<file path="src/rtl/uart_word_rx_if.sv">
// Word-level handshake between uart_word_rx (master) and its consumer (slave).
interface uart_word_rx_if #(parameter int RSIZE = 8);
  logic               enable;
  logic               ready;
  logic [8*RSIZE-1:0] rdata;
  logic               frame_err;
  logic               overflow;

  modport master (input enable, output ready, rdata, frame_err, overflow);
  modport slave  (output enable, input ready, rdata, frame_err, overflow);
endinterface

</file>
<file path="src/rtl/uart_word_rx.sv">
// 8N1 UART receiver packing RSIZE bytes (first byte in the MSBs) into one word.
// Optional inter-byte idle timeout: define UART_WORD_RX_TIMEOUT_EN.
module uart_word_rx #(
  parameter int DIVIDER      = 217,
  parameter int RSIZE        = 8,
  parameter int TIMEOUT_BITS = 32
) (
  input  logic            clk,
  input  logic            reset,
  input  logic            ftdi_to_fpga,
  uart_word_rx_if.master  bus
);
  localparam logic [1:0] S_IDLE  = 2'd0;
  localparam logic [1:0] S_START = 2'd1;
  localparam logic [1:0] S_DATA  = 2'd2;
  localparam logic [1:0] S_STOP  = 2'd3;

  localparam int W  = 8 * RSIZE;
  localparam int CW = $clog2(DIVIDER);
  localparam int BW = (RSIZE > 1) ? $clog2(RSIZE) : 1;

  if (DIVIDER < 4 || RSIZE < 1 || TIMEOUT_BITS < 1) begin : g_cfg_chk
    $error("uart_word_rx: DIVIDER must be >= 4, RSIZE and TIMEOUT_BITS >= 1");
  end

  logic          sync1_q, sync2_q, prev_q;
  logic [1:0]    state_q, state_d;
  logic [CW-1:0] cnt_q, cnt_d;
  logic [2:0]    bit_q, bit_d;
  logic [7:0]    sh_q, sh_d;
  logic [BW-1:0] bcnt_q, bcnt_d;
  logic [W-1:0]  asm_q, asm_d, rdata_q, rdata_d;
  logic          ready_q, ready_d, ferr_q, ferr_d, ovf_q, ovf_d;
  logic          line, fall, half_tick, bit_tick, byte_ok, word_done;

  assign line      = sync2_q;
  assign fall      = prev_q & ~sync2_q;
  assign half_tick = (cnt_q == CW'(DIVIDER / 2 - 1));
  assign bit_tick  = (cnt_q == CW'(DIVIDER - 1));

  always_comb begin
    state_d = state_q;
    cnt_d   = cnt_q + 1'b1;
    bit_d   = bit_q;
    sh_d    = sh_q;
    ferr_d  = ferr_q;
    byte_ok = 1'b0;
    case (state_q)
      S_IDLE: begin
        cnt_d = '0;
        if (fall) state_d = S_START;
      end
      S_START: if (half_tick) begin
        cnt_d   = '0;
        bit_d   = '0;
        state_d = line ? S_IDLE : S_DATA;
      end
      S_DATA: if (bit_tick) begin
        cnt_d = '0;
        sh_d  = {line, sh_q[7:1]};
        bit_d = bit_q + 1'b1;
        if (bit_q == 3'd7) state_d = S_STOP;
      end
      S_STOP: if (bit_tick) begin
        cnt_d   = '0;
        state_d = S_IDLE;
        if (line) byte_ok = 1'b1;
        else      ferr_d  = 1'b1;
      end
      default: state_d = S_IDLE;
    endcase
  end

`ifdef UART_WORD_RX_TIMEOUT_EN
  localparam int TO_LIMIT = TIMEOUT_BITS * DIVIDER;
  localparam int TW       = $clog2(TO_LIMIT);
  logic [TW-1:0] to_cnt_q, to_cnt_d;
  logic          to_armed, to_fire;

  // Only idle time with a partial word pending counts toward the timeout.
  assign to_armed = (state_q == S_IDLE) && (bcnt_q != '0);
  assign to_fire  = to_armed && (to_cnt_q == TW'(TO_LIMIT - 1));

  always_comb begin
    to_cnt_d = '0;
    if (to_armed && !to_fire) to_cnt_d = to_cnt_q + 1'b1;
  end

  always_ff @(posedge clk) begin
    if (reset) to_cnt_q <= '0;
    else       to_cnt_q <= to_cnt_d;
  end
`else
  logic to_fire;
  assign to_fire = 1'b0;
`endif

  always_comb begin
    bcnt_d    = bcnt_q;
    asm_d     = asm_q;
    word_done = 1'b0;
    if (byte_ok) begin
      asm_d = (asm_q << 8) | W'(sh_q);
      if (bcnt_q == BW'(RSIZE - 1)) begin
        bcnt_d    = '0;
        word_done = 1'b1;
      end else begin
        bcnt_d = bcnt_q + 1'b1;
      end
    end else if (to_fire) begin
      bcnt_d = '0;
      asm_d  = '0;
    end
  end

  // A word may load into a full holding register only if it is being drained now.
  always_comb begin
    ready_d = ready_q;
    rdata_d = rdata_q;
    ovf_d   = ovf_q;
    if (ready_q && bus.enable) ready_d = 1'b0;
    if (word_done) begin
      if (!ready_q || bus.enable) begin
        rdata_d = asm_d;
        ready_d = 1'b1;
      end else begin
        ovf_d = 1'b1;
      end
    end
  end

  always_ff @(posedge clk) begin
    if (reset) begin
      sync1_q <= 1'b1;
      sync2_q <= 1'b1;
      prev_q  <= 1'b1;
      state_q <= S_IDLE;
      cnt_q   <= '0;
      bit_q   <= '0;
      sh_q    <= '0;
      bcnt_q  <= '0;
      asm_q   <= '0;
      rdata_q <= '0;
      ready_q <= 1'b0;
      ferr_q  <= 1'b0;
      ovf_q   <= 1'b0;
    end else begin
      sync1_q <= ftdi_to_fpga;
      sync2_q <= sync1_q;
      prev_q  <= sync2_q;
      state_q <= state_d;
      cnt_q   <= cnt_d;
      bit_q   <= bit_d;
      sh_q    <= sh_d;
      bcnt_q  <= bcnt_d;
      asm_q   <= asm_d;
      rdata_q <= rdata_d;
      ready_q <= ready_d;
      ferr_q  <= ferr_d;
      ovf_q   <= ovf_d;
    end
  end

  assign bus.ready     = ready_q;
  assign bus.rdata     = rdata_q;
  assign bus.frame_err = ferr_q;
  assign bus.overflow  = ovf_q;
endmodule

</file>
<file path="src/flat_wrapper.sv">
// flat-port wrapper written by rule: the top's interface ports become plain ports
module uart_word_rx_flat 
#(
  parameter int DIVIDER      = 217,
  parameter int RSIZE        = 8,
  parameter int TIMEOUT_BITS = 32
)
  (clk, reset, ftdi_to_fpga, bus_enable, bus_ready, bus_rdata, bus_frame_err, bus_overflow);
  uart_word_rx_if #(.RSIZE(RSIZE)) bus_i ();
  input  logic clk;
  input  logic reset;
  input  logic ftdi_to_fpga;
  input wire logic [$bits(bus_i.enable)-1:0] bus_enable;
  output wire logic [$bits(bus_i.ready)-1:0] bus_ready;
  output wire logic [$bits(bus_i.rdata)-1:0] bus_rdata;
  output wire logic [$bits(bus_i.frame_err)-1:0] bus_frame_err;
  output wire logic [$bits(bus_i.overflow)-1:0] bus_overflow;
  assign bus_i.enable = bus_enable;
  assign bus_ready = bus_i.ready;
  assign bus_rdata = bus_i.rdata;
  assign bus_frame_err = bus_i.frame_err;
  assign bus_overflow = bus_i.overflow;
  uart_word_rx #(.DIVIDER(DIVIDER), .RSIZE(RSIZE), .TIMEOUT_BITS(TIMEOUT_BITS)) u_core (.clk(clk), .reset(reset), .ftdi_to_fpga(ftdi_to_fpga), .bus(bus_i));
endmodule
</file>
<file path="config.mk">
export PLATFORM = sky130hd
export DESIGN_NAME = uart_word_rx_flat
export DESIGN_NICKNAME = d
export VERILOG_FILES = /design/src/rtl/uart_word_rx_if.sv /design/src/rtl/uart_word_rx.sv /design/src/flat_wrapper.sv
export SDC_FILE = /design/constraint.sdc
export NUM_CORES = 1
export LEC_CHECK = 0
export ABC_CLOCK_PERIOD_IN_PS = 2500
export BUFFER_PORTS_ARGS = -buffer_cell sky130_fd_sc_hd__buf_4
export CAP_MARGIN = 20
export CORE_UTILIZATION = 35
export CTS_CLUSTER_SIZE = 40
export DETAILED_ROUTE_END_ITERATION = 6
export MAX_ROUTING_LAYER = met4
export PLACE_DENSITY = 0.5
export SLEW_MARGIN = 25
export SYNTH_ARGS = -nofsm -noshare
export SYNTH_HDL_FRONTEND = slang
export SYNTH_SLANG_ARGS = --single-unit
</file>
<file path="constraint.sdc">
create_clock -name clk -period 2.5 [get_ports clk]
set_input_delay 0.75 -clock clk [delete_from_list [all_inputs] [get_ports clk]]
set_output_delay 0.75 -clock clk [all_outputs]
set_load 0.01 [all_outputs]
</file>
## Yosys cells after proc, flatten, opt, wreduce, memory -nomap -nowiden

Index checks and enable logic that the tools add are counted.

- Logic and storage cells: 67
- ROM bits: 0
- Bits in writable memories: 0
- Memories kept: 0
- Output and inout port bits: 67
- Input port bits: 4
- Latch bits: 0
- Register bits after elaboration: 158

- $mul: 0
- Order comparisons: 0
- Mux-type cells: 23
- Bitwise gates (word level): 4
- Divide/modulo/power cells: 0
- Reductions and logical operators: 12
- Eq/ne operators: 12
- Shift operators: 0
- $add $sub $neg: 3

Operator list:

| cell | number |
|---|---|
| $mux 64 | 1 |
| $or 64x8->64 | 1 |
| $pmux 8 s3 | 1 |
| $mux 8 | 2 |
| $mux 2 | 6 |
| $ne 2x1->1 const B | 5 |
| $mux 3 | 3 |
| $add 8x1->8 const B | 1 |
| $eq 8x7->1 const B | 1 |
| $eq 8x8->1 const B | 1 |
| $mux 1 | 8 |
| $pmux 2 s4 | 1 |
| $add 3x1->3 const B | 2 |
| $eq 3x3->1 const B | 2 |
| $pmux 3 s2 | 1 |
| $reduce_and 2->1 | 3 |
| $reduce_and 3->1 | 2 |
| $reduce_and 5->1 | 1 |
| $eq 2x2->1 const B | 2 |
| $eq 2x1->1 const B | 1 |
| $logic_not 2->1 | 1 |
| $not 1->1 | 2 |
| $reduce_bool 2->1 | 1 |
| $reduce_or 2->1 | 1 |
| other kinds (4) | 4 |

## Logic depth before layout (Yosys ltp)

Gate-level depths: netlist of run 1.

- Depth after elaboration: 5
- Depth in mapped cells: 9
- Depth with buffers taken out: 6

## Worst setup path after synthesis of run 1

No wires, ideal clock.

- Path type: register to register
- Start point: register u_core.cnt_q[0]
- End point: register u_core.asm_q[48]
- Cell stages (with the launch flop): 10
- Path buffers: 3
- Period minus slack after synthesis: 1,715 ps
- Path slack: 785 ps
- Arrival: 1,583 ps
- Library setup time: 132 ps
- Data required time: 2,368 ps
- Cell sequence: dfxtp_1 inv_1 ha_1 nand4b_4 or3_1 clkbuf_1 buf_2 buf_2 nand2_1 a21oi_1

- Cells in the longest elaborated chain, start to end: 4

Ends and longest elaborated chain:

| item | RTL line | source |
|---|---|---|
| start: declaration | uart_word_rx.sv:28 | `logic [CW-1:0] cnt_q, cnt_d;` |
| start signal: assignment | uart_word_rx.sv:152 | `cnt_q <= cnt_d;` |
| $eq 8x8->1 | uart_word_rx.sv:39 | `assign bit_tick = (cnt_q == CW'(DIVIDER - 1));` |
| $mux 1 | uart_word_rx.sv:64 | `S_STOP: if (bit_tick) begin` |
| $mux 1 | uart_word_rx.sv:48 | `case (state_q)` |
| $mux 64 | uart_word_rx.sv:102 | `if (byte_ok) begin` |
| end signal: assignment | uart_word_rx.sv:156 | `asm_q <= asm_d;` |
| end: declaration | uart_word_rx.sv:32 | `logic [W-1:0] asm_q, asm_d, rdata_q, rdata_d;` |

No other way between the ends.
A chain may end at the register's enable or synchronous reset.

## Final worst setup path of run 1

- Start point: register u_core.cnt_q[0]
- End point: register u_core.asm_q[9]

Same word-level chain as after synthesis.

==> impl_metrics.json, run 1 <==
{
  "hold_violations": 0,
  "worstReg2RegEnd": "u_core.asm_q[9]",
  "skew_ns": 0.008608,
  "grt_pass1_vias": 4321,
  "tritoncts": "yes",
  "holdPathStages": 1,
  "path_max_fanout": 59,
  "area_growth_pct": 22.79,
  "hp-class": "flip-flop to flip-flop",
  "setup_viol": 0,
  "worstPathRequired_ns": 2.77,
  "crit_slowest_cell": "or3_2",
  "overflow": 0,
  "clkPwrFrac_pct": 50.4,
  "core_sq_um": 15200,
  "power_switching_share_pct": 20.19,
  "fin_crit_ns": 1.964,
  "p_seq_share_pct": 47.8,
  "combPwrFrac_pct": 1.8,
  "synth-edff-count": 0,
  "hp-start": "u_core.sync1_q",
  "fp.dieW_um": 126.9,
  "synthFlopType": "dfxtp_1",
  "post-route-drc-count": 0,
  "p_int_mw": 4.014,
  "p_sw_mw": 1.016,
  "gp_congestion": 0.7609,
  "dieArea_sq_um": 16090,
  "critPathMaxStageDelay_ns": 0.48,
  "cp-end-kind": "flip-flop",
  "async_flop_share_pct": 0,
  "r2r_setup_slack_ns": 0.54,
  "worstHoldEndpoint": "u_core.line",
  "clk_pin_slew_ns": 0.06,
  "ys_seq_area_share_pct": 55.03,
  "tightest_slew_ns": 0.7031,
  "vias": 4459,
  "rr_worst_depth": 7,
  "dr.first_iter.drc_count": 393,
  "start_kind": "flip-flop",
  "die_h_um": 126.9,
  "rsz0062_at_grt": "no",
  "viasPerCell": 4.795,
  "yosys-top-cells-count": "258 x nand2_1, 150 x dfxtp_1, 132 x a21oi_1",
  "ant_nets": 0,
  "setup_tns_ns": 0,
  "netlist_area_sq_um": 5456,
  "syn_inst": 677,
  "synth-seq-cells": 150,
  "cts_sinks": 150,
  "drv_cap": 0,
  "avgRoutedWirePerCell_um": 13.09,
  "pin_count": 71,
  "synth_top_area_share_pct": 55.03,
  "htree_levels": 4,
  "wirelength_um": 12170,
  "yosys.area.top_type": "dfxtp_1",
  "dp_hpwl_um": 7944,
  "status": "completed",
  "dr.pass1.iters": 4,
  "critPathKind": "flip-flop to flip-flop",
  "path_cells": "inv_1 -> ha_1 -> nand4b_4 -> or3_2 -> buf_4 -> nand2_1 -> a21oi_1",
  "clockBufferDepth": 2,
  "final_core_util_pct": 44.07,
  "synth_warnings": 0,
  "start_util_pct": 35.89,
  "synth.area.top_cells": "dfxtp_1 55%, nand2_1 18%, a21oi_1 12%",
  "cts_made_buffers": 17,
  "drive_above_1_share_pct": 15.23,
  "fin_crit_sh_pct": 78.56,
  "rows": 45,
  "arrival_ns": 2.24,
  "ys_types": 35,
  "diodes": 0,
  "holdBufCountCts": 0,
  "r2r_start": "u_core.cnt_q[0]",
  "synth_nets": 691,
  "clk_latency_ns": 0.42,
  "postCtsSetupRepairBufs": 0,
  "power_mw": 5.030,
  "slew_headroom_pct": 52.95,
  "finalMaxSlewViolations": 0,
  "fmax_ghz": 0.5091,
  "cts_root_buf": "clkbuf_16",
  "p_per_area_nw_per_um2": 750.7,
  "grt_usage_pct": 16.85,
  "syn_avg_cell_area_sq_um": 8.060,
  "post_cts_resized": 0,
  "p_leak_nw": 2.434,
  "port_buffers": 70,
  "holdWs_ns": 0.4250,
  "layout.nets": 743,
  "grt_first_pass_wirelength_um": 20780,
  "yosysMostFrequentCell": "nand2_1",
  "ir_drop_uv": 501.1,
  "grt_max_degree": 71,
  "grt_antenna_before_repair": 0
}
[placed cells by master (no fill, tap or decap), types with 3 or more instances in the layout]
cell       count
clkinv_2       4
clkbuf_1       5
nand2b_1       5
dfxtp_1      150
xnor2_1        4
nor2_1        16
nand2_1      258
bufinv_16      3
clkbuf_16     17
a21oi_1      132
a31oi_1        3
ha_1          10
nand3_1       12
inv_1         10
buf_4         78
[area by class of cell]
type,instances,area [sq um]
tap,188,235.2
fill,1552,8502
timing repair buffer,79,605.6
sequential,150,3003
multi-input combinational,471,2235
clock inverter,9,126.4
clock buffer,23,457.9
inverter,10,37.54
[sequential cells by signal, summed over array words and instances, names as in the netlist, named ones only]
signal / count
u_core.asm_q: 56
u_core.bcnt_q: 3
u_core.bit_q: 3
u_core.bus.frame_err: 1
u_core.bus.overflow: 1
u_core.bus.rdata: 64
u_core.bus.ready: 1
u_core.cnt_q: 8
u_core.line: 1
u_core.prev_q: 1
u_core.sh_q: 8
u_core.state_q: 1
u_core.sync1_q: 1
[power by group through the flow]
stage | logic (mW) | clock network, mW | registers (mW)
finish | 0.0912 | 2.53 | 2.40
global route | 0.102 | 2.73 | 2.40
CTS | 0.0911 | 2.61 | 2.40
detailed placement | 0.0913 | 0 | 2.46
global placement | 0.0890 | 0 | 2.46
floorplan | 0.0694 | 0 | 2.45
[metrics by stage]
stage / setup slack [ns] / instances / cell area, sq um
global route: 0.3675 / 930 / 6700
global placement: 0.5246 / 898 / 6116
finish: 0.5359 / 930 / 6700
floorplan: 0.7852 / 677 / 5456
detailed placement: 0.4759 / 898 / 6116
CTS: 0.5319 / 930 / 6700
[how the worst max path moves through the flow]
stage / slack, ns / to / startpoint
after floorplan: 0.79 / u_core.asm_q[48] / u_core.cnt_q[0]
after global placement: 0.52 / u_core.bus.rdata[47] / bus_enable
after detailed placement: 0.48 / u_core.bus.rdata[35] / bus_enable
after CTS: 0.53 / u_core.bus.rdata[35] / u_core.bcnt_q[0]
after global routing: 0.37 / u_core.asm_q[3] / u_core.cnt_q[0]
final: 0.54 / u_core.asm_q[9] / u_core.cnt_q[0]
[worst max-delay path: cells and delay by family, from the launching register on]
family,cells,cell delay [ns]
fa+ha+maj,1,0.20
buf+inv,2,0.39
compound gates,1,0.07
flops,1,0.34
simple gates,3,0.79
[per-layer routing]
| metal | wire length [um] | GRT usage (%) | up-vias |
|---|---|---|---|
| li1 | - | - | 2309 |
| met1 | 5997 | 20.60 | 2075 |
| met2 | 5635 | 26.41 | 64 |
| met3 | 383 | 4.597 | 11 |
| met4 | 153 | 6.513 | 0 |
| met5 | 0 | - | - |
[cells by family after synthesis]
family                   share of synthesized area, %
AND/OR/NAND/NOR                                 23.34
flip-flops                                      55.03
AO/OA/AOI/OAI                                   13.83
buffers and inverters                           4.174
adder cells (fa/ha/maj)                         2.293
XOR/XNOR                                       0.9631
multiplexers                                   0.3669
Power figures use the tool's default switching activity.
==> run 2: changes to the inputs <==
- ABC_CLOCK_PERIOD_IN_PS: 2500 -> 2000
- clock period: 2.5 -> 2 ns (I/O delays scaled with it)
==> run 2 against run 1 <==
Hold slack got worse by 0.049 ns. Core utilization decreased by 0.15 points. Sequential power increased by 25%. Count of clock-buffer cells in the layout increased by 1. Final cell count decreased by 0.32%. Cell area decreased by 0.34%. First-iteration DRC count decreased by 25%. Register-to-register slack got worse by 0.39 ns. Critical path type unchanged. Critical endpoint is now u_core.cnt_q[6].
==> impl_metrics.json, run 2 (synthesis gave the netlist of run 1 again) <==
{
  "status": "completed",
  "grt_usage_pct": 16.65,
  "seqCellArea_sq_um": 3003,
  "port_buffers": 70,
  "crit_slowest_cell": "o21ai_0",
  "fin_crit_ns": 1.853,
  "finalMaxSlewViolations": 0,
  "fp.dieW_um": 126.9,
  "p_per_area_nw_per_um2": 879.2,
  "postCtsSetupRepairBufs": 0,
  "pin_count": 71,
  "stdcell_area_sq_um": 6678,
  "dr.first_iter.drc_count": 296,
  "clk_pin_slew_ns": 0.06,
  "avgRoutedWirePerCell_um": 13.10,
  "cp-end-kind": "flip-flop",
  "drv_cap": 0,
  "grt_max_degree": 77,
  "critical-path-top-delay-family": "compound AO/OA/AOI/OAI gates",
  "overflow": 0,
  "worst_slack_ns": 0.1475,
  "dp_hpwl_um": 7744,
  "start_kind": "flip-flop",
  "setup_tns_ns": 0,
  "setup_viol": 0,
  "worstPathRequired_ns": 2.29,
  "cts_made_buffers": 17,
  "holdBufCountCts": 0,
  "arrival_ns": 2.14,
  "core_sq_um": 15200,
  "wirelength_um": 12150,
  "cts_sinks": 150,
  "gp_congestion": 0.7263,
  "critPathMaxStageDelay_ns": 0.46,
  "area_growth_pct": 22.38,
  "die_h_um": 126.9,
  "fin_crit_sh_pct": 92.63,
  "slew_headroom_pct": 64.66,
  "critPathKind": "flip-flop to flip-flop",
  "path_cells": "ha_1 -> nand4bb_1 -> o21ai_0 -> a211o_1 -> nor2_1",
  "drive_above_1_share_pct": 14.88,
  "skew_ns": 0.01042,
  "rows": 45,
  "place_area_sq_um": 6178,
  "viasPerCell": 4.840,
  "hp-class": "primary input to flip-flop",
  "fin_cells": 927,
  "vias": 4487,
  "clockBufferDepth": 2,
  "grt_antenna_before_repair": 0,
  "tritoncts": "yes",
  "hold_violations": 0,
  "clk_latency_ns": 0.42,
  "ant_nets": 0,
  "ir_drop_uv": 618.3,
  "layout.nets": 743,
  "crit_buf_inv": 0,
  "start_util_pct": 35.89,
  "path_max_fanout": 8,
  "layout_common_cells": "258 x nand2_1, 150 x dfxtp_1, 132 x a21oi_1",
  "grt_first_pass_wirelength_um": 20780,
  "largest_reg_flops": 64,
  "p_leak_nw": 2.419,
  "dr.pass1.iters": 4,
  "htree_levels": 4,
  "nFillCells": 1595,
  "diodes": 0,
  "place_inst": 898,
  "fmax_ghz": 0.5398,
  "multiInputGateArea_sq_um": 2235,
  "dieArea_sq_um": 16090,
  "tightest_slew_ns": 0.5246,
  "final_common_cell": "nand2_1",
  "grt_pass1_vias": 4227,
  "cts_root_buf": "clkbuf_16",
  "post_cts_resized": 0,
  "rsz0062_at_grt": "no",
  "post-route-drc-count": 0,
  "pre_cts_ws_ns": 0.1514
}
## run 2: changes by cell type in the layout (fill, tap and decap cells not counted), sizes merged
cell    previous run  this run
bufinv             3         0
clkinv             5         4
clkbuf            23        24
## run 2: layout make-up
class / count / share of cell area [%]
multi-input cells: 471 / 33.46
flip-flops and latches: 150 / 44.97
clock buffers: 24 / 7.064
inverters: 10 / 0.5621
well taps: 188 / 3.523
repair buffers: 79 / 10.01
clock inverters: 5 / 0.4122
## run 2: where the power goes
| part | total, mW | internal [mW] | switching, mW |
|---|---|---|---|
| Clock | 2.75 | 1.62 | 1.13 |
| Combinational | 0.119 | 0.0372 | 0.0815 |
| Sequential | 3.01 | 3.00 | 0.00863 |
| Total | 5.87 | 4.65 | 1.22 |
## run 2: final timing paths
| check | slack (ns) | start | cells past startpoint | end |
|---|---|---|---|---|
| hold reg to reg | 0.42 | u_core.sync1_q | 1 | u_core.line |
| hold / removal | 0.38 | ftdi_to_fpga | 2 | u_core.sync1_q |
| setup reg to reg | 0.15 | u_core.cnt_q[0] | 5 | u_core.cnt_q[6] |
| setup / recovery | 0.15 | u_core.cnt_q[0] | 5 | u_core.cnt_q[6] |
## run 2: metrics by stage
| step | utilization (%) | hold slack [ns] | total power [mW] |
|---|---|---|---|
| global placement | 40.64 | 0.4067 | 3.184 |
| detailed placement | 40.64 | 0.4161 | 3.188 |
| global route | 43.93 | 0.3511 | 6.110 |
| finish | 43.93 | 0.3760 | 5.871 |
| floorplan | - | 0.3895 | 3.154 |
| CTS | 43.93 | 0.3548 | 5.965 |
## run 2: routing by layer
metal | vias up | track usage (%) | routed length, um
met5 | - | - | 0
met4 | 0 | 5.952 | 118
met3 | 8 | 4.597 | 415
met2 | 75 | 26.15 | 5746
met1 | 2102 | 20.48 | 5869
li1 | 2302 | - | -
==> run 3: changes to the inputs <==
- ABC_CLOCK_PERIOD_IN_PS: 2000 -> 2200
- clock period: 2 -> 2.2 ns (I/O delays scaled with it)
==> run 3 against run 2 <==
Sequential share of layout area decreased by 0.92 points. Core utilization increased by 0.92 points. Clock skew decreased by 0.0027 ns. Combinational power decreased by 9%. Critical endpoint is now u_core.asm_q[36].
==> impl_metrics.json, run 3 (synthesis gave the netlist of run 1 again) <==
{
  "post-route-drc-count": 0,
  "holdBufCountCts": 0,
  "drv_cap": 0,
  "finalMaxSlewViolations": 0,
  "p_leak_nw": 2.491,
  "cts_made_buffers": 17,
  "ir_drop_uv": 551.5,
  "dr.pass1.iters": 4,
  "cts_sinks": 150,
  "met1_usage_pct": 19.68,
  "tritoncts": "yes",
  "avgRoutedWirePerCell_um": 13.59,
  "met3_usage_pct": 4.682,
  "slew_headroom_pct": 65.60,
  "busiest_layer": "met2",
  "htree_levels": 4,
  "wirelength_um": 12650,
  "ant_nets": 0,
  "hold_violations": 0,
  "fin_cells": 931,
  "combPwrFrac_pct": 1.8,
  "nFillCells": 1536,
  "place_inst": 899,
  "diodes": 0,
  "final_core_util_pct": 44.85,
  "clk_pin_slew_ns": 0.06,
  "arrival_ns": 2.14,
  "layout_common_cells": "258 x nand2_1, 150 x dfxtp_1, 132 x a21oi_1",
  "largest_reg_flops": 64,
  "hp-class": "flip-flop to flip-flop",
  "skew_ns": 0.007704,
  "pin_count": 71,
  "cp-end-kind": "flip-flop",
  "start_kind": "flip-flop",
  "vias": 4516,
  "die_h_um": 126.9,
  "tightest_slew_ns": 0.5159,
  "grt_usage_pct": 16.84,
  "fp.dieW_um": 126.9,
  "viasPerCell": 4.851,
  "grtUsageMet2_pct": 27.83,
  "grt_max_degree": 60,
  "power_mw": 5.944,
  "worst_slack_ns": 0.3360,
  "grt_first_pass_wirelength_um": 20670,
  "fin_crit_ns": 1.864,
  "clkPwrFrac_pct": 52.2,
  "dieArea_sq_um": 16090,
  "fin_crit_sh_pct": 84.73,
  "start_util_pct": 35.89,
  "gp_congestion": 0.7612,
  "multiInputGateArea_sq_um": 2235,
  "port_buffers": 70,
  "final_common_cell": "nand2_1",
  "worstPathRequired_ns": 2.48,
  "layout.nets": 744,
  "p_sw_mw": 1.142,
  "fmax_ghz": 0.5365,
  "critPathKind": "flip-flop to flip-flop",
  "seqCellArea_sq_um": 3003,
  "power_switching_share_pct": 19.22,
  "drive_above_1_share_pct": 15.75,
  "overflow": 0,
  "dp_hpwl_um": 8104,
  "pre_cts_ws_ns": 0.3227,
  "clk_latency_ns": 0.42,
  "postCtsSetupRepairBufs": 0,
  "path_max_fanout": 59,
  "area_growth_pct": 24.95,
  "grt_pass1_vias": 4337,
  "p_seq_share_pct": 46.0,
  "p_int_mw": 4.802,
  "setup_viol": 0,
  "cts_root_buf": "clkbuf_16",
  "post_cts_resized": 0,
  "rows": 45,
  "p_per_area_nw_per_um2": 871.9,
  "core_sq_um": 15200,
  "clockBufferDepth": 2,
  "rsz0062_at_grt": "no",
  "setup_tns_ns": 0,
  "dr.first_iter.drc_count": 290,
  "grt_antenna_before_repair": 0,
  "status": "completed"
}
run 3: worst max-delay path: stages (launching register included):
cell and delay [ns]:
dfxtp_1 0.34, inv_1 0.07, ha_1 0.23, nand4b_4 0.16, or3_2 0.53, buf_12 0.22, nand2_1 0.09, a21oi_1 0.06
run 3: area by class of cell:
type / instances / share of cell area (%)
flip-flops and latches: 150 / 44.04
repair buffers: 80 / 9.727
clock buffers: 24 / 7.359
well taps: 188 / 3.450
inverters: 10 / 0.5506
clock inverters: 8 / 2.092
multi-input cells: 471 / 32.78
run 3: routing by layer:
| metal | wire (um) | vias to the layer above |
|---|---|---|
| met3 | 447 | 11 |
| met1 | 5968 | 2119 |
| met2 | 6123 | 70 |
| li1 | - | 2316 |
| met4 | 114 | 0 |
| met5 | 0 | - |
run 3: power groups by stage:
stage / registers (mW) / clock network [mW] / logic (mW)
6_report: 2.73 / 3.10 / 0.108
5_1_grt: 2.73 / 3.30 / 0.121
4_1_cts: 2.73 / 3.18 / 0.109
3_5_place_dp: 2.79 / 0 / 0.109
3_3_place_gp: 2.79 / 0 / 0.107
2_1_floorplan: 2.79 / 0 / 0.0788
run 3: path summary, 6_finish.rpt:
kind         slack [ns]  cells after the start            start               end
min                0.42                      1   u_core.sync1_q       u_core.line
max reg2reg        0.34                      7  u_core.cnt_q[0]  u_core.asm_q[36]
max                0.34                      7  u_core.cnt_q[0]  u_core.asm_q[36]
min reg2reg        0.42                      1   u_core.sync1_q       u_core.line
run 3: metrics by stage:
stage | cell area [sq um] | hold WS [ns]
final | 6818 | 0.4179
after global routing | 6818 | 0.4162
after CTS | 6818 | 0.4149
after detailed placement | 6173 | 0.4033
after global placement | 6173 | 0.4057
after floorplan | 5456 | 0.3895
